[src/rtl/lsu_unit.sv]
// RV32 load/store unit: passes the effective address to data memory, lane-aligns
// store data, builds byte enables, extends load data and records misaligned faults.
module lsu_unit #(
    parameter int WIDTH = 32
) (
    input  logic             clk,
    input  logic             rst,
    input  logic [WIDTH-1:0] alu_result,
    input  logic [WIDTH-1:0] write_data,
    input  logic             mem_write,
    input  logic             mem_read,
    input  logic [2:0]       funct3,
    input  logic [WIDTH-1:0] mem_rdata,
    input  logic             fault_clear,
    output logic [WIDTH-1:0] mem_addr,
    output logic [WIDTH-1:0] mem_wdata,
    output logic             mem_we,
    output logic             mem_re,
    output logic [3:0]       mem_be,
    output logic [WIDTH-1:0] load_data,
    output logic             misaligned,
    output logic             fault_valid,
    output logic [WIDTH-1:0] fault_addr,
    output logic             fault_store
);

    logic [1:0]       off;
    logic [4:0]       shamt;
    logic             req;
    logic             is_byte;
    logic             is_half;
    logic             is_word;
    logic             is_reserved;
    logic [3:0]       be_raw;
    logic [WIDTH-1:0] lane;

    logic             fault_valid_reg;
    logic             fault_valid_next;
    logic [WIDTH-1:0] fault_addr_reg;
    logic [WIDTH-1:0] fault_addr_next;
    logic             fault_store_reg;
    logic             fault_store_next;

    assign off   = alu_result[1:0];
    assign shamt = {off, 3'b000};
    assign req   = mem_write | mem_read;

    assign mem_addr  = alu_result;
    assign mem_we    = mem_write;
    assign mem_re    = mem_read;
    assign mem_wdata = write_data << shamt;

    always_comb begin
        is_byte     = 1'b0;
        is_half     = 1'b0;
        is_word     = 1'b0;
        is_reserved = 1'b0;
        case (funct3)
            3'b000, 3'b100: is_byte     = 1'b1;
            3'b001, 3'b101: is_half     = 1'b1;
            3'b010:         is_word     = 1'b1;
            default:        is_reserved = 1'b1;
        endcase
    end

    assign misaligned = req & (is_reserved
                             | (is_half & off[0])
                             | (is_word & (off != 2'b00)));

    always_comb begin
        be_raw = 4'b0000;
        if (is_byte) begin
            be_raw = 4'b0001 << off;
        end else if (is_half) begin
            be_raw = 4'b0011 << off;
        end else if (is_word) begin
            be_raw = 4'b1111;
        end
    end

    // Misaligned accesses still drive we/re; the lanes are what get suppressed.
    assign mem_be = (req && !misaligned) ? be_raw : 4'b0000;

    assign lane = mem_rdata >> shamt;

    always_comb begin
        load_data = '0;
        if (mem_read && !misaligned) begin
            case (funct3)
                3'b000:  load_data = {{(WIDTH-8){lane[7]}}, lane[7:0]};
                3'b100:  load_data = {{(WIDTH-8){1'b0}}, lane[7:0]};
                3'b001:  load_data = {{(WIDTH-16){lane[15]}}, lane[15:0]};
                3'b101:  load_data = {{(WIDTH-16){1'b0}}, lane[15:0]};
                3'b010:  load_data = mem_rdata;
                default: load_data = '0;
            endcase
        end
    end

    // First fault sticks until cleared; a clear in the same cycle beats a new capture.
    always_comb begin
        fault_valid_next = fault_valid_reg;
        fault_addr_next  = fault_addr_reg;
        fault_store_next = fault_store_reg;
        if (fault_clear) begin
            fault_valid_next = 1'b0;
        end else if (misaligned && !fault_valid_reg) begin
            fault_valid_next = 1'b1;
            fault_addr_next  = alu_result;
            fault_store_next = mem_write;
        end
    end

    always_ff @(posedge clk or posedge rst) begin
        if (rst) begin
            fault_valid_reg <= 1'b0;
            fault_addr_reg  <= '0;
            fault_store_reg <= 1'b0;
        end else begin
            fault_valid_reg <= fault_valid_next;
            fault_addr_reg  <= fault_addr_next;
            fault_store_reg <= fault_store_next;
        end
    end

    assign fault_valid = fault_valid_reg;
    assign fault_addr  = fault_addr_reg;
    assign fault_store = fault_store_reg;

endmodule

[config.mk]
export PLATFORM = sky130hd
export DESIGN_NAME = lsu_unit
export DESIGN_NICKNAME = d
export VERILOG_FILES = /design/src/rtl/lsu_unit.sv
export SDC_FILE = /design/constraint.sdc
export NUM_CORES = 1
export LEC_CHECK = 0
export CORE_ASPECT_RATIO = 0.9
export CORE_MARGIN = 4
export CORE_UTILIZATION = 36
export CTS_CLUSTER_DIAMETER = 120
export DETAILED_ROUTE_END_ITERATION = 12
export GPL_TIMING_DRIVEN = 0
export PLACE_DENSITY_LB_ADDON = 0.08
export SYNTH_ARGS = -nofsm -noshare
export SYNTH_HDL_FRONTEND = slang
export SYNTH_SLANG_ARGS = --single-unit
export TNS_END_PERCENT = 1
[constraint.sdc]
create_clock -name clk -period 5.5 [get_ports clk]
set_input_delay 1.1 -clock clk [delete_from_list [all_inputs] [get_ports clk]]
set_output_delay 1.1 -clock clk [all_outputs]
set_load 0.1 [all_outputs]
== Word-level counts from Yosys, hierarchy flattened ==
Index checks and enable logic that the tools add are counted.
Widths: inputs -> output; s select.

* Equality and inequality tests: 4
* Shift-type cells: 4
* Mux-type cells: 12
* Bitwise logic cells: 7
* Reductions and logical operators: 12

{| class="wikitable"
|+ Operators with widths
! operator !! number
|-
| $pmux 32 s5 || 1
|-
| $mux 32 || 1
|-
| $shl 32x5->32 || 1
|-
| $shr 32x5->16 || 1
|-
| $mux 4 || 4
|-
| $eq 3x3->1 const B || 2
|-
| $mux 1 || 6
|-
| $reduce_or 5->1 || 1
|-
| $reduce_bool 2->1 || 2
|-
| $reduce_or 2->1 || 2
|-
| $shl 1x2->4 const A || 1
|-
| $shl 2x2->4 const A || 1
|-
| $and 1x1->1 || 3
|-
| $eq 3x1->1 const B || 1
|-
| $eq 3x2->1 const B || 1
|-
| $logic_and 1x1->1 || 3
|-
| $logic_not 3->1 || 1
|-
| $or 1x1->1 || 3
|-
| $logic_not 1->1 || 2
|-
| $reduce_and 2->1 || 1
|-
| $not 1->1 || 1
|}

* Flip-flop bits (word level): 34
* Input bits: 104
* Output and inout bits: 137
* Logic and storage cells: 42

== Longest topological paths before layout ==
* Depth after elaboration: 10
* Mapped depth: 11
* Mapped depth without buffers: 6

== Worst setup path after synthesis ==
OpenSTA, ideal clock, no wires.

* Path type: input port to output port
* From: in alu_result[1]
* To: out mem_be[1]
* Arrival: 4.898 ns
* Required time: 4.400 ns
* Setup slack: -0.498 ns
* Stages: 9
* Path buffers: 3
* Cells stage by stage: buf_2 buf_1 clkbuf_1 inv_1 ha_1 nor3b_1 or2_4 o21ai_0 a211oi_1

* Cells in the longest elaborated chain, start to end: 7
* Elaborated cells on any way between the ends: 11
* Those cells by class: 2 x shift; 3 x mux; 3 x bitwise; 3 x reduce/logical

{| class="wikitable"
|+ RTL lines
! what !! line !! source
|-
| from (decl) || 8 || <nowiki>input logic [WIDTH-1:0] alu_result,</nowiki>
|-
| $reduce_bool 2->1 || 68 || <nowiki>| (is_word & (off != 2'b00)));</nowiki>
|-
| $and 1x1->1 || 68 ||
|-
| $or 1x1->1 || 68 ||
|-
| $and 1x1->1 || 66 || <nowiki>assign misaligned = req & (is_reserved</nowiki>
|-
| $logic_not 1->1 || 82 || <nowiki>assign mem_be = (req && !misaligned) ? be_raw : 4'b0000;</nowiki>
|-
| $logic_and 1x1->1 || 82 ||
|-
| $mux 4 (*) || 82 ||
|-
| to (decl) || 19 || <nowiki>output logic [3:0] mem_be,</nowiki>
|}

Mark *: on every way between the ends. The rest lies on a longest branch, timed or not.

== Worst setup path in the final report ==
* From: in funct3[0]
* To: out load_data[11]

* Cells in the longest elaborated chain, start to end: 10
* Elaborated cells on any way between the ends: 19
* Those cells by class: 4 x eq/ne; 5 x mux; 5 x bitwise; 5 x reduce/logical

{| class="wikitable"
|+ RTL lines
! what !! line !! source
|-
| from (decl) || 12 || <nowiki>input logic [2:0] funct3,</nowiki>
|-
| $eq 3x3->1 or $eq 3x1->1 (tied branches) || 58, 89 ||
|-
| $reduce_or 2->1 || n/a ||
|-
| $mux 1 || 58 || <nowiki>case (funct3)</nowiki>
|-
| $and 1x1->1 || 67 || <nowiki>| (is_half & off[0])</nowiki>
|-
| $or 1x1->1 || 67 ||
|-
| $or 1x1->1 || 68 ||
|-
| $and 1x1->1 || 66 ||
|-
| $logic_not 1->1 || 88 || <nowiki>if (mem_read && !misaligned) begin</nowiki>
|-
| $logic_and 1x1->1 || 88 ||
|-
| $mux 32 (*) || 88 ||
|-
| to (decl) || 20 || <nowiki>output logic [WIDTH-1:0] load_data,</nowiki>
|}

Marks and branches as above.

==> impl_results.md <==
* Commonest non-fill, non-tap cells in the layout: clkdlybuf4s50_1 (197), buf_4 (36), dfrtp_1 (34)
* Startpoint class of the critical path: input port
* Die footprint at 0.00983 mm²
* Fin util at 69.4%
* Final Max Tran Viols at 0
* Largest net degree at the start of global routing at 35
* Top-area cell type share of the netlist area at 28.5%
* Pre-antenna DRT Iters at 4
* Mapped Avg Cell Area at 9.52 µm²
* Max-cap viol count at 0
* Hold Vio Cnt, Final at 0
* Async S/R FF share, synth at 100%
* Max reg flops at 32
* Kind of critical path: in -> out
* Post-route ant nets at 0
* Vias at 3407
* Post-Syn Instances at 314
* WL final at 12200 µm
* CTS Buf Count at 5
* FILL cells at 666
* Max Fclk at 0.186 GHz
* Required time of the critical path at 4.40 ns
* Int Pwr at 734 µW
* CTS root buffer: clkbuf_8
* Worst reg-to-reg path cell count at 3
* Residual DRC at 0
* Worst Slack Setup Final at 0.128 ns
* CP arrival at 4.27 ns
* Synth top area cells: dfrtp_1 (28%), buf_4 (9.0%), mux2_2 (8.7%), mux2i_1 (5.7%), mux4_2 (5.3%)
* Initial antenna violation count at 0
* Headroom to the max-slew limit at 28.9%
* FF-to-FF End: fault_addr[14]
* Post-Syn Area at 0.00299 mm²
* Num rows at 31
* CP Capture Type: primary output
* Clk sinks at 34
* DR vias/cell at 5.17
* Clock power share at 10.9%
* Global route total overflow at 0
* Lkg Pwr at 2.53 nW
* Clock Latency Late Sink at 0.28 ns
* Worst reg-to-reg setup slack at 3.83 ns
* Register area share after synthesis at 28.5%
* Sequential Power Share at 19.3%
* Hold path start: fault_addr[20]
* First-pass GRT wire length at 19000 µm
* Final #Nets at 667
* Top FF cell, synth: dfrtp_1
* GRT Util Overall at 24.2%
* Syn nets at 422
* 1st-iter DRT viols at 112
* Cell variety after synth at 36
* Die height at 94.4 µm
* Seq cells post-synth at 34
* RSZ-0062 raised after global routing: false
* ANT cells at 0
* Min-Delay Endpoint: fault_addr[20]
* CTS tree: yes
* Min cycle time layout at 5.37 ns
* P_sw at 1.04 mW
* Gpl congestion at 0.826
* Chip Width at 104 µm
* Buffers added on ports at 239
* Postcts setup bufs at 0
* Comb power frac at 69.8%
* Maximum VDD drop at 0.274 mV
* HP Class: reg -> reg
* Status: complete, no violations
* Share of cells above drive strength 1 at 20.0%
* Placeable Area at 0.00807 mm²
* Hold Path Depth at 1
* Pwr dens at 316 mW/mm²
* Reg-to-Reg Start: fault_valid
* Post-synth EDFFs at 0
* Layout Skew at 0.00490 ns
* Area leader, netlist: dfrtp_1
* HPWL after detailed placement at 9790 µm
* Vias in the first global route at 3688
* Starting density of the core at 37.1%
* # setup viols final at 0
* Pre-CTS setup slack at -1.60 ns
* Sw frac at 58.5%
* Least-Margin Pin Slew at 1.06 ns
* IO Count at 241
* Most common cell after layout, fill and taps aside: clkdlybuf4s50_1
* CP max FO at 10
* Clock slew at reported path FFs at 0.07 ns
* Ratio of final minimum period to clock period at 97.7%
* H-Tree Depth at 2
* Max clock buf depth at 2
* Yosys warns at 0
* Wire per inst at 18.5 µm
* P&R area growth vs syn at 87.3%
worst max-delay path: stages:
cell and delay, ns:
clkdlybuf4s50_1 0.54, buf_2 0.25, nor2b_1 0.15, buf_1 0.38
a21o_1 0.35, a22oi_1 0.16, a21oi_1 0.19, clkdlybuf4s50_1 1.16
metrics by stage:
stage / hold slack, ns / instances / cell area, µm² / power (mW) / TNS (ns)
final: 0.489 / 659 / 5600 / 1.77 / 0
after global routing: 0.509 / 659 / 5600 / 1.83 / 0
after CTS: 0.491 / 659 / 5570 / 1.78 / -0.810
after detailed placement: 0.478 / 652 / 5510 / 1.59 / -46.47
after global placement: 0.467 / 652 / 5510 / 1.58 / -43.49
after floorplan: 1.14 / 314 / 2990 / 1.25 / -0.353
metal layers:
layer	wire [µm]	track usage, %	up-vias	share of wire [%]
li1	-	-	1587	-
met2	6190	43.2	182	51
met5	0	0	-	0
met1	4460	26.2	1615	37
met3	1300	10.3	23	11
met4	255	7.64	0	2.1
worst max-delay path by stage:
stage	from	end	slack [ns]	cells after the start
3_3_place_gp	alu_result[1]	load_data[23]	-1.52	13
4_1_cts	alu_result[1]	load_data[27]	-0.12	12
3_5_place_dp	alu_result[1]	load_data[23]	-1.60	13
2_1_floorplan	alu_result[1]	mem_be[3]	-0.35	9
6_report	funct3[0]	load_data[11]	0.13	8
5_1_grt	alu_result[0]	mem_wdata[30]	0.005	7
Yosys cell counts, types with 2 or more instances:
library cell,count
buf_4,36
dfrtp_1,34
mux2_2,23
nor2_1,20
a21oi_1,19
a21o_1,17
mux2i_1,17
nand2_1,17
a22oi_1,15
mux2_1,13
clkbuf_1,12
nor2b_1,12
a211oi_1,9
o21ai_0,9
and2_1,8
o2bb2ai_1,8
mux4_2,7
buf_1,5
inv_1,5
buf_6,4
ha_1,4
buf_2,3
nor3_1,3
nor3b_1,2
layout make-up:
class	instances	area [µm²]	area share, %
Timing Repair Buffer	239	2370	42.3
Multi-Input combinational cell	215	1740	31.1
Sequential cell	34	851	15.2
Buffer	59	400	7.15
Tap cell	99	124	2.21
Clock buffer	6	82.6	1.48
Inverter	5	18.8	0.335
Clock inverter	2	12.5	0.224
power groups by stage:
stage | combinational [mW] | sequential (mW) | clock [mW]
floorplan | 0.460 | 0.789 | 0
global placement | 1.24 | 0.341 | 0
detailed placement | 1.24 | 0.346 | 0
CTS | 1.24 | 0.342 | 0.199
global route | 1.27 | 0.351 | 0.209
finish | 1.24 | 0.342 | 0.192
logic make-up (layout without fill, tap and decap cells):
| logic type | count (synthesis) | count (layout) | share of synthesized area (%) |
|---|---|---|---|
| adders and majority gates | 4 | 4 | 1.67 |
| muxes | 60 | 60 | 24.5 |
| and+or+nand+nor | 68 | 68 | 11.8 |
| buffers and inverters | 65 | 311 | 13.8 |
| AOI/OAI and AO/OA | 82 | 82 | 19.4 |
| DFF | 34 | 34 | 28.5 |
| xor gates and xnor gates | 1 | 1 | 0.293 |
what timing repair did:
| action | 4_1_cts | 5_1_grt |
|---|---|---|
| setup endpoints to repair | 37 | 42 |
| hold buffers | 0 | 0 |
| pin swaps | 2 | 0 |
| resized for setup | 81 | 35 |
| hold endpoints to repair | 0 | 0 |
No activity file was read; power rests on OpenSTA's default activity.
==> edit: new RTL, same settings <==
Set the parameter `WIDTH` to 24 (it was 32).
--- a/src/rtl/lsu_unit.sv
+++ b/src/rtl/lsu_unit.sv
@@ -3,3 +3,3 @@
 module lsu_unit #(
-    parameter int WIDTH = 32
+    parameter int WIDTH = 24
 ) (
Ports: changed (7 resized); port bits go from 241 to 185. The function was not compared with the original's and may differ.
==> edit against the unedited design <==
  * Area after synthesis is 25% lower
  * Sequential cell count down 8
  * Largest power group unchanged
  * Critical path type unchanged
  * Routed wire length is 32% lower
  * Design area decreased by 24%
  * Worst hold slack gained 0.020 ns
  * Cell count decreased by 23%
  * Maximum frequency decreased by 0.91%
  * Sequential share of layout area increased by 0.19 points
  * Total power fell by 25%
  * Core utilization rose by 2.8 points
  * Via count decreased by 24%
  * Worst setup slack got worse by 0.049 ns
  * Die area fell by 23%
==> edit: results (changes against the unedited design) <==
[detailed_routing]
drt_iter0_markers = 71  ; -37%
wl_met3_um = 548  ; -58%
top_layer_used = met4
met2RoutedLength_um = 4160  ; -33%
drt-wirelength-per-cell_um = 16.2  ; -12%
wl_met1_um = 3390  ; -24%
num_vias = 2597  ; -24%
drt_first_pass_iters = 4  ; unchanged

[cts]
clk_path_buf_depth = 2  ; unchanged
cts_root_buffer = sky130_fd_sc_hd__clkbuf_8
cts_h_tree_depth = 1  ; -1
cts_made_buffers = 3  ; -2
worst_setup_hold_path_clk_slew_ns = 0.08
buffers_inserted_during_post_cts_setup_optimization = 0  ; unchanged
worst_skew_late_latency_ns = 0.26  ; -0.02 ns
cts_resized = 29  ; -64%

[power_and_ir_drop]
vdd_ir_drop_max_mv = 0.287  ; +4.9%
leakagePower_nw = 1.93  ; -24%

[global_routing]
initial_antenna_violation_count = 0  ; unchanged
grt.met3_usage_pct = 5.61  ; -4.7 points
wire_length_of_the_first_global_routing_pass_um = 13000  ; -32%
met2_usage_grt_pct = 37.9  ; -5.3 points
grt_max_degree = 27  ; -23%
global_route.overflow_total = 0  ; unchanged
grt.met1_usage_pct = 24.2  ; -2.0 points
grt_use_total_pct = 20.8  ; -3.4 points

[synthesis]
synth-warning-count = 0  ; unchanged
portion_of_the_post_synthesis_area_used_by_sequential_elements_pct = 29.0  ; +0.55 points
mappedNetlistNets = 335  ; -21%
synth.area.top_cells = sky130_fd_sc_hd__dfrtp_1, sky130_fd_sc_hd__mux2_2, sky130_fd_sc_hd__mux2i_1, sky130_fd_sc_hd__buf_4, sky130_fd_sc_hd__a22oi_1
netlist-cell-type-count = 34  ; -5.6%
ys_top_cells_by_count = sky130_fd_sc_hd__buf_4, sky130_fd_sc_hd__dfrtp_1, sky130_fd_sc_hd__mux2i_1, sky130_fd_sc_hd__mux2_2, sky130_fd_sc_hd__nor2_1
async_reset_ff_share_pct = 100  ; unchanged
syn_avg_cell_area_um2 = 8.93  ; -6.2%

[placed_design]
gp_routability_congestion = 0.813  ; -1.6%
dp.final_hpwl_um = 6640  ; -32%
placement.io_buffers = 184  ; -23%
pre_cts_ws_ns = -0.547  ; +1.06 ns
placedInstanceArea_mm2 = 0.00417  ; -24%

[cells_and_area]
drive_gt1_share_pct = 18.9  ; -1.1 points
layout.filler_cells = 476  ; -29%
final_cells = 509  ; -23%
largest_register_ffs = 24  ; -25%
layout.nets = 524  ; -21%
antenna_cells = 0  ; unchanged

[timing]
slew_headroom_pct = 32.1  ; +3.3 points
clock_skew_ns = 0.00163  ; -0.00327 ns

[status]
status = completed

[worst_setup_path]
worst-endpoint-arrival_ns = 4.32  ; +0.05 ns
crit_fanout = 10  ; unchanged

[min_path]
min_path_type = register to register

## edit: path summary, 6_finish.rpt
kind                                startpoint              to  slack, ns  cells past startpoint
worst max-delay path             alu_result[1]   load_data[14]       0.08                     10
worst min-delay path            fault_addr[20]  fault_addr[20]       0.51                      1
worst max register to register     fault_valid  fault_addr[18]       3.84                      3
worst min register to register  fault_addr[20]  fault_addr[20]       0.51                      1
max in group asynchronous                  rst  fault_addr[23]       3.55                      2
min in group asynchronous                  rst   fault_addr[8]       1.36                      2
## edit: cell families after synthesis
family | after synthesis | share of synthesized area [%]
AOI/OAI and AO/OA | 63 | 18.0
and+or+nand+nor | 60 | 13.5
muxes | 50 | 23.7
buffers and inverters | 48 | 13.6
DFF | 26 | 29.0
adders and majority gates | 4 | 2.23
## edit: worst max-delay path, cell delays in order
cell and delay (ns):
sky130_fd_sc_hd__clkdlybuf4s50_1 0.55, sky130_fd_sc_hd__clkbuf_1 0.30, sky130_fd_sc_hd__clkbuf_2 0.27, sky130_fd_sc_hd__inv_1 0.12
sky130_fd_sc_hd__ha_1 0.20, sky130_fd_sc_hd__a21o_1 0.26, sky130_fd_sc_hd__nand2_1 0.22, sky130_fd_sc_hd__clkbuf_2 0.27
sky130_fd_sc_hd__a21oi_1 0.14, sky130_fd_sc_hd__dlygate4sd2_1 0.88
## edit: power breakdown
part,switching [W],internal [W],total [W]
registers,0.0000232,0.000237,0.000260
logic,0.000668,0.000243,0.000910
clock network,0.0000566,0.0000972,0.000154
## edit: final cells by class
class                   instances  area (um2)  area share, %
clock inverters                 1        30.0          0.710
plain buffers                  42         284           6.72
well taps                      70        87.6           2.07
clock buffers                   3        41.3          0.976
repair buffers                184        1830           43.2
flip-flops and latches         26         651           15.4
inverters                       6        22.5          0.533
multi-input cells             177        1290           30.4
